===== src/rtl/vga_saver_sched.sv =====
// Frame-based screen-saver scheduler: counts idle frames from vertical sync and
// sequences ACTIVE -> BLANK_IN -> SAVER -> BLANK_OUT -> ACTIVE, driving mux/blank/saver controls.
module vga_saver_sched #(
  parameter int unsigned IDLE_FRAMES     = 1800,
  parameter int unsigned BLANK_FRAMES    = 2,
  parameter int unsigned SPEED_UP_FRAMES = 600,
  parameter int unsigned PAL_FRAMES      = 60
) (
  input  logic       clk,
  input  logic       reset,
  input  logic       vs_in,
  input  logic       activity,
  input  logic       saver_en,
  input  logic       force_saver,
  output logic       frame_tick,
  output logic       sel_saver,
  output logic       blank,
  output logic       saver_run,
  output logic       saver_rst,
  output logic [1:0] speed,
  output logic [1:0] palette_idx,
  output logic [1:0] state
);

  typedef enum logic [1:0] {
    ST_ACTIVE    = 2'd0,
    ST_BLANK_IN  = 2'd1,
    ST_SAVER     = 2'd2,
    ST_BLANK_OUT = 2'd3
  } state_e;

  localparam logic [15:0] IDLE_LAST  = 16'(IDLE_FRAMES - 1);
  localparam logic [7:0]  BLANK_LAST = 8'(BLANK_FRAMES - 1);
  localparam logic [15:0] SPD_LAST   = 16'(SPEED_UP_FRAMES - 1);
  localparam logic [15:0] PAL_LAST   = 16'(PAL_FRAMES - 1);

  // Synchroniser stages reset high (vs idle level) so reset release never fakes a fall.
  logic vs_s1_q, vs_s2_q, vs_d_q, tick_q;

  always_ff @(posedge clk) begin
    if (reset) begin
      vs_s1_q <= 1'b1;
      vs_s2_q <= 1'b1;
      vs_d_q  <= 1'b1;
      tick_q  <= 1'b0;
    end else begin
      vs_s1_q <= vs_in;
      vs_s2_q <= vs_s1_q;
      vs_d_q  <= vs_s2_q;
      tick_q  <= vs_d_q & ~vs_s2_q;
    end
  end

  state_e      state_q, state_d;
  logic [15:0] idle_q, idle_d;
  logic [7:0]  bcnt_q, bcnt_d;
  logic [15:0] spd_cnt_q, spd_cnt_d;
  logic [15:0] pal_cnt_q, pal_cnt_d;
  logic [1:0]  speed_q, speed_d;
  logic [1:0]  pal_q, pal_d;
  logic        rst_q, rst_d;
  logic        sel_q, sel_d;
  logic        blank_q, blank_d;
  logic        run_q, run_d;

  always_comb begin
    state_d   = state_q;
    idle_d    = idle_q;
    bcnt_d    = bcnt_q;
    spd_cnt_d = spd_cnt_q;
    pal_cnt_d = pal_cnt_q;
    speed_d   = speed_q;
    pal_d     = pal_q;
    rst_d     = 1'b0;
    unique case (state_q)
      ST_ACTIVE: begin
        // Activity wins over a tick arriving in the same cycle.
        if (activity) begin
          idle_d = '0;
        end else if (tick_q && (idle_q != 16'hFFFF)) begin
          idle_d = idle_q + 16'd1;
        end
        if (saver_en && (force_saver || (tick_q && !activity && (idle_q == IDLE_LAST)))) begin
          state_d = ST_BLANK_IN;
          rst_d   = 1'b1;
          bcnt_d  = '0;
          speed_d = '0;
          pal_d   = '0;
        end
      end
      ST_BLANK_IN: begin
        if (!saver_en || (activity && !force_saver)) begin
          state_d = ST_ACTIVE;
          idle_d  = '0;
        end else if (tick_q) begin
          if (bcnt_q == BLANK_LAST) begin
            state_d   = ST_SAVER;
            spd_cnt_d = '0;
            pal_cnt_d = '0;
          end else begin
            bcnt_d = bcnt_q + 8'd1;
          end
        end
      end
      ST_SAVER: begin
        if (!saver_en || (activity && !force_saver)) begin
          state_d = ST_BLANK_OUT;
          bcnt_d  = '0;
        end else if (tick_q) begin
          if (spd_cnt_q == SPD_LAST) begin
            spd_cnt_d = '0;
            if (speed_q != 2'd3) speed_d = speed_q + 2'd1;
          end else begin
            spd_cnt_d = spd_cnt_q + 16'd1;
          end
          if (pal_cnt_q == PAL_LAST) begin
            pal_cnt_d = '0;
            pal_d     = pal_q + 2'd1;
          end else begin
            pal_cnt_d = pal_cnt_q + 16'd1;
          end
        end
      end
      ST_BLANK_OUT: begin
        if (tick_q) begin
          if (bcnt_q == BLANK_LAST) begin
            state_d = ST_ACTIVE;
            idle_d  = '0;
          end else begin
            bcnt_d = bcnt_q + 8'd1;
          end
        end
      end
      default: state_d = ST_ACTIVE;
    endcase
    // Mux controls are decoded from the next state so they register alongside it.
    sel_d   = (state_d == ST_SAVER);
    blank_d = (state_d == ST_BLANK_IN) || (state_d == ST_BLANK_OUT);
    run_d   = (state_d == ST_SAVER);
  end

  always_ff @(posedge clk) begin
    if (reset) begin
      state_q   <= ST_ACTIVE;
      idle_q    <= '0;
      bcnt_q    <= '0;
      spd_cnt_q <= '0;
      pal_cnt_q <= '0;
      speed_q   <= '0;
      pal_q     <= '0;
      rst_q     <= 1'b0;
      sel_q     <= 1'b0;
      blank_q   <= 1'b0;
      run_q     <= 1'b0;
    end else begin
      state_q   <= state_d;
      idle_q    <= idle_d;
      bcnt_q    <= bcnt_d;
      spd_cnt_q <= spd_cnt_d;
      pal_cnt_q <= pal_cnt_d;
      speed_q   <= speed_d;
      pal_q     <= pal_d;
      rst_q     <= rst_d;
      sel_q     <= sel_d;
      blank_q   <= blank_d;
      run_q     <= run_d;
    end
  end

  assign frame_tick  = tick_q;
  assign sel_saver   = sel_q;
  assign blank       = blank_q;
  assign saver_run   = run_q;
  assign saver_rst   = rst_q;
  assign speed       = speed_q;
  assign palette_idx = pal_q;
  assign state       = state_q;

endmodule

===== config.mk =====
export PLATFORM = sky130hd
export DESIGN_NAME = vga_saver_sched
export DESIGN_NICKNAME = d
export VERILOG_FILES = /design/src/rtl/vga_saver_sched.sv
export SDC_FILE = /design/constraint.sdc
export NUM_CORES = 1
export LEC_CHECK = 0
export BUFFER_PORTS_ARGS = -buffer_cell sky130_fd_sc_hd__buf_2
export CAP_MARGIN = 25
export CORE_MARGIN = 8
export CORE_UTILIZATION = 35
export DETAILED_ROUTE_END_ITERATION = 16
export SLEW_MARGIN = 10
export SYNTH_ARGS = -nofsm -noshare
export SYNTH_HDL_FRONTEND = slang
export SYNTH_SLANG_ARGS = --single-unit

===== constraint.sdc =====
create_clock -name clk -period 4.85 [get_ports clk]
set_clock_uncertainty 0.2 [all_clocks]
set_input_delay 0 -clock clk [delete_from_list [all_inputs] [get_ports clk]]
set_output_delay 0 -clock clk [all_outputs]
set_load 0.05 [all_outputs]

; ---- Yosys cells after proc, flatten, opt, wreduce, memory -nomap -nowiden
; Cells that the tools add are included.
; Widths: inputs -> output; s select.
[totals]
in_bits = 6
output_inout_bits = 11
register_bits = 69
[classes]
eq_ne = 26
reduce_logical = 21
add_sub_neg = 6
n_bitwise = 3
mux = 40
[op_table]
columns = operator, count
row1 = $mux 16, 12
row2 = $pmux 16 s2, 2
row3 = $add 16x1->16 const B, 3
row4 = $pmux 16 s3, 1
row5 = $mux 8, 5
row6 = $pmux 8 s4, 1
row7 = $mux 2, 15
row8 = $ne 2x2->1 const B, 14
row9 = $eq 16x10->1 const B, 1
row10 = $eq 16x11->1 const B, 1
row11 = $eq 16x6->1 const B, 1
row12 = $ne 16x16->1 const B, 1
row13 = $reduce_and 6->1, 2
row14 = $reduce_and 5->1, 2
row15 = $add 8x1->8 const B, 1
row16 = $eq 2x2->1 const B, 4
row17 = $eq 8x1->1 const B, 1
row18 = $pmux 2 s2, 2
row19 = $pmux 2 s4, 1
row20 = $logic_and 1x1->1, 5
row21 = $add 2x1->2 const B, 2
row22 = $eq 2x1->1 const B, 2
row23 = $reduce_bool 2->1, 2
row24 = $logic_not 1->1, 3
row25 = other kinds (9), 12

; ---- Depth between registers and ports, before layout
; Gate-level depths: netlist of the first run.
[logic_depth]
ltp_word = 9
ltp_mapped = 8
mapped_depth_nobuf = 7

; ---- Worst setup path after synthesis of the first run
; No wires, ideal clock.
[synth_timing]
kind = reg2reg
start = register state_q[0] (netlist: state[0])
end = register pal_cnt_q[12]
period_less_slack_ps = 2523
setup_time_ps = 70
stages_incl_launch_ff = 8
arrival_ps = 2253
t_required_ps = 4580
slack_ps = 2327
path_cell_list = dfxtp_1 > clkbuf_1 > nor2b_1 > a31oi_1 > nand2b_1 > buf_2 > or4_1 > a21oi_1
[synth_via]
elab_chain_len = 3
word_cells_on_any_way = 10
cone_classes = eq/ne: 7 / mux: 1 / reduce/logical: 2
[synth_lines]
columns = element, line_no
row1 = from (decl), 54  ; state_e state_q, state_d;
row2 = from (signal assigned), 156  ; state_q <= state_d;
row3 = $eq 2x1->1 / $eq 2x2->1 (equally long branches), 75  ; unique case (state_q)
row4 = $ne 2x2->1 (no line) / $reduce_bool 2->1 (equally long branches), n/a
row5 = $reduce_and 6->1 (no line), n/a
row6 = to (signal assigned), 160  ; pal_cnt_q <= pal_cnt_d;
row7 = to (decl), 58  ; logic [15:0] pal_cnt_q, pal_cnt_d;
; Parallel ways exist; a longest one is shown, timed or not.
; A chain may end at the register's enable or synchronous reset.

; ---- Worst setup path after layout of the first run
[layout_timing]
start = register state_q[1] (netlist: state[1])
end = register spd_cnt_q[12]
[layout_via]
elab_chain_len = 3
word_cells_on_any_way = 10
cone_classes = eq/ne: 7 / mux: 1 / reduce/logical: 2
[layout_lines]
columns = element, line_no
row1 = $eq 2x1->1 / $eq 2x2->1 (equally long branches), 75
row2 = $ne 2x2->1 (no line) / $reduce_bool 2->1 (equally long branches), n/a
row3 = $reduce_and 6->1 (no line), n/a
row4 = to (signal assigned), 159  ; spd_cnt_q <= spd_cnt_d;
row5 = to (decl), 57  ; logic [15:0] spd_cnt_q, spd_cnt_d;
; Parallel ways exist; a longest one is shown, timed or not.

==> reports/results.tsv, run 1 <==
stage	metric	value	unit
sta	maxSlewViolCount	0	
job	cap_violations	0	
global_route	grt_max_degree	29	
routing	drtIter0Drc	191	
setup_path	cp_data_required_time	4.92	ns
power_and_ir_drop	powerDensity	260	mW/mm2
power_and_ir_drop	p_int	812	uW
floorplan	core	0.0103	mm2
global_route	busiest_layer	met2	
floorplan	io_pins	17	
worst_hold_path	hold_class	input pin to register	
yosys	synth-main-ff-cell	dfxtp_1	
yosys	seq_area_frac_synth	36.5	%
finish	antenna_cells	0	
power_and_ir_drop	power.net_switching	262	uW
sta	fmax	0.345	GHz
power_and_ir_drop	clockPowerShare	41.8	%
yosys	synth_nets	471	
yosys	yosysUniqueCellTypes	58	
yosys	synth-edff-count	0	
routing	vias	3448	
floorplan	die_w	119	um
placed_design	gp_congestion	0.873	
yosys	synthCells	459	
yosys	synth_top_family_by_area	simple AND/OR/NAND/NOR gates	
status	outcome	complete, no violations	
routing	first_pass_iters	5	
global_route	met3_usage	3.35	%
yosys	ys_seq_elements	68	
power_and_ir_drop	leakage	0.00137	uW
global_route	antenna_found_initial	0	
setup_path	worst_setup_path_end_kind	register	
yosys	syn_area_per_cell	8.13	um2
global_route	grt_pass1_vias	3336	
power_and_ir_drop	switching_share	24.4	%
floorplan	row_count	37	
placed_design	dpl.hpwl	6420	um
floorplan	die-area	0.0142	mm2
global_route	overflow	0	
sta	rsz0062_at_grt	no	
sta	fin_crit_sh	59.8	%
global_route	grt_pass1_wl	16100	um
sta	hold_viol	0	
setup_path	critical_path_class	register to register	
setup_path	cp_max_fo	25	
yosys	ys_warn_count	0	
sta	fin_setup_tns	0	ns
clocking	cts_sinks	68	
yosys	synth_top_area_share	36.5	%
yosys	synth_compound_area_share	16.4	%
clocking	cts_tree	built	
yosys	yosysTopAreaCell	dfxtp_1	
routing	ant_nets	0	
finish	drive_gt1_share	10.8	%
sta	layout_min_cycle_time	2.90	ns
yosys	synthAdderAreaFrac	2.01	%
sta	slew_headroom	47.7	%
finish	area_delta_synth_final	10.9	%
yosys	synth-async-reset-ratio	0	%
power_and_ir_drop	combPwrFrac	5.6	%
routing	wl_per_cell	15.3	um
clocking	clock_latency	0.35	ns
floorplan	fp.dieH	119	um
routing	drcViolationCount	0	
placed_design	portBuffers	16	
yosys	yosys.area_share.simple	34.1	%
yosys	synth_mux_area_share	0.805	%
clocking	clockRootBuffer	clkbuf_8	
finish	utilization	40.1	%
power_and_ir_drop	ir_drop	0.112	mV
clocking	cts_buffer_depth	2	
clocking	numCtsBuffers	9	
routing	finalWirelength	9310	um
yosys	synthTopCellsByArea	dfxtp_1, xnor2_1, nand2_1	
routing	via_per_inst	5.65	
sta	setup_viol_count_final	0	
yosys	synth_xor_area_share	5.87	%
floorplan	start_util	36.2	%
global_route	grtUsageMet1	16.9	%
clocking	clkTransAtPathRegs	0.07	ns
global_route	grt_use_total	13.5	%
setup_path	cp.arrival	2.97	ns
setup_path	start_kind	register	
yosys	synth_area	0.00373	mm2
clocking	post_cts_buffers	0	
clocking	cts_htree_levels	3	
power_and_ir_drop	seq_power_share	52.6	%
power_and_ir_drop	power	1070	uW
finish	nNetsFinal	482	
sta	tightest_slew	0.782	ns
global_route	globalRouteMet2Util	21.6	%
## state kept, by name (all words and copies together), names as in the netlist
register     flops
vs_s2_q          1
palette_idx      2
speed            2
saver_run        1
frame_tick       1
idle_q          16
state            2
saver_rst        1
vs_d_q           1
pal_cnt_q       16
spd_cnt_q       16
bcnt_q           8
vs_s1_q          1
## area by class of cell
cell class	count	area, um2
Clock buffer	10	128
Clock inverter	5	53.8
Fill cell	1074	6190
Inverter	11	41.3
Multi-Input combinational cell	354	2210
Sequential cell	68	1360
Tap cell	136	170
Timing Repair Buffer	26	171
## placed cells by master, fill, tap and decap left out, types with 2 or more instances in the layout
master         instances
nand3_1               26
nor4b_1                7
a221oi_1               2
or4_1                  6
nand2b_1               4
xnor2_1               25
o22a_1                 2
nor3b_1                5
a211o_1                5
mux2i_1                3
a31o_2                 3
nor2b_1                4
clkbuf_8               9
or3_1                  6
clkinv_2               3
o21ai_0               16
and2_1                 4
dfxtp_1               68
ha_1                   6
dlygate4sd3_1          5
a21o_1                 2
a21oi_1               20
or2_2                  6
a41oi_1                4
or4_4                  2
nor4_1                17
inv_1                 11
nand4_1               15
buf_2                 16
and4_1                 6
buf_4                  4
nor2_1                41
and3_1                10
a31oi_1               16
nand2_1               43
a311oi_1               3
o211a_1                2
o41ai_1                2
nor3_1                21
## path summary, 6_finish.rpt
kind	start	end	slack (ns)	cells after the start
setup reg to reg	state[1]	spd_cnt_q[12]	1.95	6
setup / recovery	state[1]	spd_cnt_q[12]	1.95	6
hold / removal	vs_in	vs_s1_q	0.17	3
hold reg to reg	vs_d_q	frame_tick	0.21	2
## critical path, cell delays in order, from the launching register on
cell and delay (ns):
dfxtp_1 0.63, nor2b_1 0.60, a31oi_2 0.05, buf_4 0.25, nand2b_1 0.34, or4_1 0.59, a21oi_1 0.17
## Yosys cell counts, types with 3 or more instances
cell and instances:
a211o_1 5, a21oi_1 20, a311oi_1 3, a31o_2 3, a31oi_1 17, a41oi_1 4
and2_1 4, and3_1 10, and4_1 6, buf_2 3, clkbuf_1 18, dfxtp_1 68
ha_1 6, inv_1 11, mux2i_1 3, nand2_1 43, nand2b_1 4, nand3_1 26
nand4_1 15, nor2_1 41, nor2b_1 4, nor3_1 21, nor3b_1 5, nor4_1 17
nor4b_1 7, o21ai_0 16, or2_2 6, or3_1 6, or4_1 6, xnor2_1 25
## routing by layer
metal | up-vias | part of all wire (%) | routed length (um)
met1 | 1621 | 46 | 4310
met4 | 0 | 1.5 | 139
met3 | 11 | 5.0 | 468
met2 | 87 | 47 | 4400
met5 | - | 0 | 0
li1 | 1729 | - | -
## repair_timing
item	CTS	global route
endpoints found under the hold margin	16	0
resized for setup	0	0
hold buffers	5	0
endpoints found under the setup margin	0	0
## power by group through the flow
stage	Sequential [uW]	Clock, uW	Combinational (uW)
floorplan	578	0	39.7
global placement	578	0	56.3
detailed placement	578	0	56.0
CTS	565	463	59.4
global route	566	487	65.8
finish	565	449	59.8
## cell families (layout without fill, tap and decap cells)
| family | Yosys count | count (layout) |
|---|---|---|
| XOR/XNOR | 25 | 25 |
| buffers and inverters | 37 | 52 |
| multiplexers | 3 | 3 |
| AND/OR/NAND/NOR | 231 | 231 |
| adder cells (fa/ha/maj) | 6 | 6 |
| AO/OA/AOI/OAI | 89 | 89 |
| flip-flops | 68 | 68 |
## stage by stage
stage / hold slack, ns / setup slack [ns] / instances / instance area, um2
finish: 0.172 / 1.95 / 610 / 4140
global route: 0.163 / 1.73 / 610 / 4140
CTS: 0.155 / 1.96 / 609 / 4130
detailed placement: -0.0134 / 1.99 / 589 / 3890
global placement: -0.0144 / 2.14 / 589 / 3890
floorplan: -0.0962 / 2.33 / 459 / 3730
Power figures use the tool's default switching activity.
==> run 2, diff against run 1 <==
--- a/config.mk
+++ b/config.mk
@@ -5,6 +5,7 @@
 export SDC_FILE = /design/constraint.sdc
 export NUM_CORES = 1
 export LEC_CHECK = 0
+export ABC_AREA = 1
 export BUFFER_PORTS_ARGS = -buffer_cell sky130_fd_sc_hd__buf_2
 export CAP_MARGIN = 25
 export CORE_MARGIN = 8
==> constraint.sdc (replaced) <==
create_clock -name clk -period 2.5 [get_ports clk]
set_clock_uncertainty 0.2 [all_clocks]
set_input_delay 0 -clock clk [delete_from_list [all_inputs] [get_ports clk]]
set_output_delay 0 -clock clk [all_outputs]
set_load 0.05 [all_outputs]
==> run 2 against run 1 <==
Against the previous run:
- flip-flop and latch count unchanged
- worst hold slack worse by 0.12 ns
- register-to-register slack worse by 1.7 ns
- final area grew 21%
- maximum frequency rose by 28%
- routed wire length up 15%
- synthesized cell count grew 55%
- non-clock buffer count is 6 higher
- utilization rose by 0.089 points
- sequential share of layout area shrank 5.7 points
- critical path type unchanged
- largest cell class unchanged
==> reports/results.tsv, run 2 <==
stage	metric	value	unit
setup_path	cp_max_fo	4	
yosys	synth_area	0.00442	mm2
routing	drtIter0Drc	314	
routing	wl_per_cell	11.8	um
clocking	clock_latency	0.34	ns
clocking	cts_resized	0	
sta	fin_setup_tns	0	ns
global_route	grt_pass1_wl	18600	um
global_route	antenna_found_initial	0	
sta	maxSlewViolCount	0	
finish	mostFrequentLayoutCells	nand2_1, nor2_1, inv_1, dfxtp_1, nand3_1	
routing	first_pass_iters	4	
power_and_ir_drop	ir_drop	0.300	mV
placed_design	dpl.hpwl	7440	um
sta	tightest_slew	0.573	ns
clocking	cts_htree_levels	3	
power_and_ir_drop	leakage	0.00187	uW
power_and_ir_drop	powerDensity	551	mW/mm2
setup_path	critical_path.cell_chain	ha_1, nand3_1, nor2_1, nand3_1, nand2_1, nand2_1, dlygate4sd3_1, nor4_1	
yosys	synth-async-reset-ratio	0	%
finish	nNetsFinal	741	
setup_path	slowest_delay	0.56	ns
global_route	grt_use_total	13.7	%
finish	final-seq-area	0.00136	mm2
routing	finalWirelength	10700	um
routing	via_per_inst	4.75	
setup_path	crit_path_top_delay_cell	dlygate4sd3_1	
routing	vias	4306	
finish	antenna_cells	0	
yosys	ys_warn_count	0	
yosys	synth.most_common_cell	nand2_1	
setup_path	cp.arrival	2.27	ns
finish	n_fill_cell	1345	
routing	drcViolationCount	0	
status	outcome	complete, no violations	
setup_path	worst_setup_path_end_kind	register	
setup_path	cp_top_family	simple AND/OR/NAND/NOR gates	
finish	area_delta_synth_final	13.2	%
sta	hold_viol	0	
floorplan	io_pins	17	
sta	layout_min_cycle_time	2.27	ns
yosys	yosysUniqueCellTypes	40	
global_route	grt_pass1_vias	4020	
finish	multi_input_area	0.00262	mm2
yosys	yosysTopAreaCell	dfxtp_1	
placed_design	dpl.cell_count	885	
routing	ant_nets	0	
yosys	syn_area_per_cell	6.23	um2
clocking	clockRootBuffer	clkbuf_16	
job	cap_violations	0	
setup_path	cp_data_required_time	2.50	ns
clocking	numCtsBuffers	9	
sta	rsz0062_at_grt	no	
yosys	ys_seq_elements	68	
clocking	cts_tree	built	
yosys	synth_nets	722	
floorplan	die-area	0.0165	mm2
clocking	clkTransAtPathRegs	0.06	ns
clocking	cts_sinks	68	
floorplan	row_count	41	
global_route	grt_max_degree	37	
floorplan	die_w	128	um
floorplan	core	0.0125	mm2
yosys	synthTopCellsByArea	dfxtp_1, nand2_1, nor2_1	
finish	largest_registers	idle_q x16, pal_cnt_q x16, spd_cnt_q x16	
finish	final_cells	906	
yosys	synth_common_cells	nand2_1, nor2_1, dfxtp_1, inv_1, nand3_1	
floorplan	start_util	35.5	%
sta	setup_viol_count_final	0	
clocking	cts_buffer_depth	2	
placed_design	portBuffers	16	
clocking	post_cts_buffers	0	
yosys	synth-main-ff-cell	dfxtp_1	
sta	fmax	0.440	GHz
floorplan	fp.dieH	128	um
yosys	seq_area_frac_synth	30.8	%
yosys	synthCells	710	
yosys	synth-edff-count	0	
finish	final_common_cell	nand2_1	
yosys	synth_top_area_share	30.8	%
setup_path	crit_buf_inv	1	
sta	fin_crit_sh	90.8	%
clocking	hold_buffers	5	
placed_design	gp_congestion	0.850	
setup_path	critical_path_class	register to register	
setup_path	start_kind	register	
global_route	overflow	0	
sta	slew_headroom	61.4	%
worst_hold_path	hold_class	input pin to register	
finish	drive_gt1_share	13.5	%
## run 2: stage by stage
step / util [%] / hold slack [ns] / area, um2 / setup WS, ns / total power, uW
2_1_floorplan: - / -0.0962 / 4420 / 0.384 / 1360
3_3_place_gp: 37.2 / -0.0161 / 4640 / 0.407 / 1400
3_5_place_dp: 37.2 / -0.0133 / 4640 / 0.391 / 1400
4_1_cts: 40.2 / 0.0438 / 5010 / 0.254 / 2800
5_1_grt: 40.2 / 0.105 / 5010 / 0.130 / 2870
6_report: 40.2 / 0.0564 / 5010 / 0.230 / 2760
## run 2: logic make-up (layout without fill, tap and decap cells)
kind of cell / count (synthesis) / after routing / share of synthesized area, %
simple gates: 458 / 458 / 46.4
fa+ha+maj: 6 / 6 / 1.70
xor+xnor: 6 / 6 / 1.19
buf+inv: 99 / 123 / 10.0
compound gates: 73 / 73 / 9.87
flops: 68 / 68 / 30.8
## run 2: per-layer routing
layer | global-route usage, % | up-vias | part of all wire [%]
li1 | - | 2306 | -
met1 | 17.7 | 1952 | 51
met2 | 22.3 | 40 | 45
met3 | 2.90 | 8 | 2.7
met4 | 3.78 | 0 | 0.71
met5 | 0 | - | 0
## run 2: final cells by class
type	instances	area share, %
clock buffer	10	4.57
multi-input combinational	543	52.3
sequential	68	27.2
tap	172	4.30
timing repair buffer	32	4.25
clock inverter	6	1.77
inverter	75	5.62
## run 2: tightest hold or removal path: stages
cell and delay, ns:
buf_2 0.13, o21ai_4 0.09, nand2_1 0.07, o21ai_2 0.07
inv_1 0.07, a31oi_1 0.09
## run 2: path summary, 6_finish.rpt
path / from / endpoint / slack (ns) / cells after the start
worst max register to register: idle_q[1] / saver_rst / 0.23 / 8
worst min register to register: vs_s1_q / vs_s2_q / 0.21 / 1
worst max-delay path: idle_q[1] / saver_rst / 0.23 / 8
worst min-delay path: force_saver / saver_run / 0.06 / 6
## run 2: power by group
| part | switching, uW | internal (uW) | total [uW] |
|---|---|---|---|
| combinational | 179 | 78.1 | 257 |
| clock | 503 | 874 | 1380 |
| sequential | 20.2 | 1110 | 1130 |
| total | 702 | 2060 | 2760 |
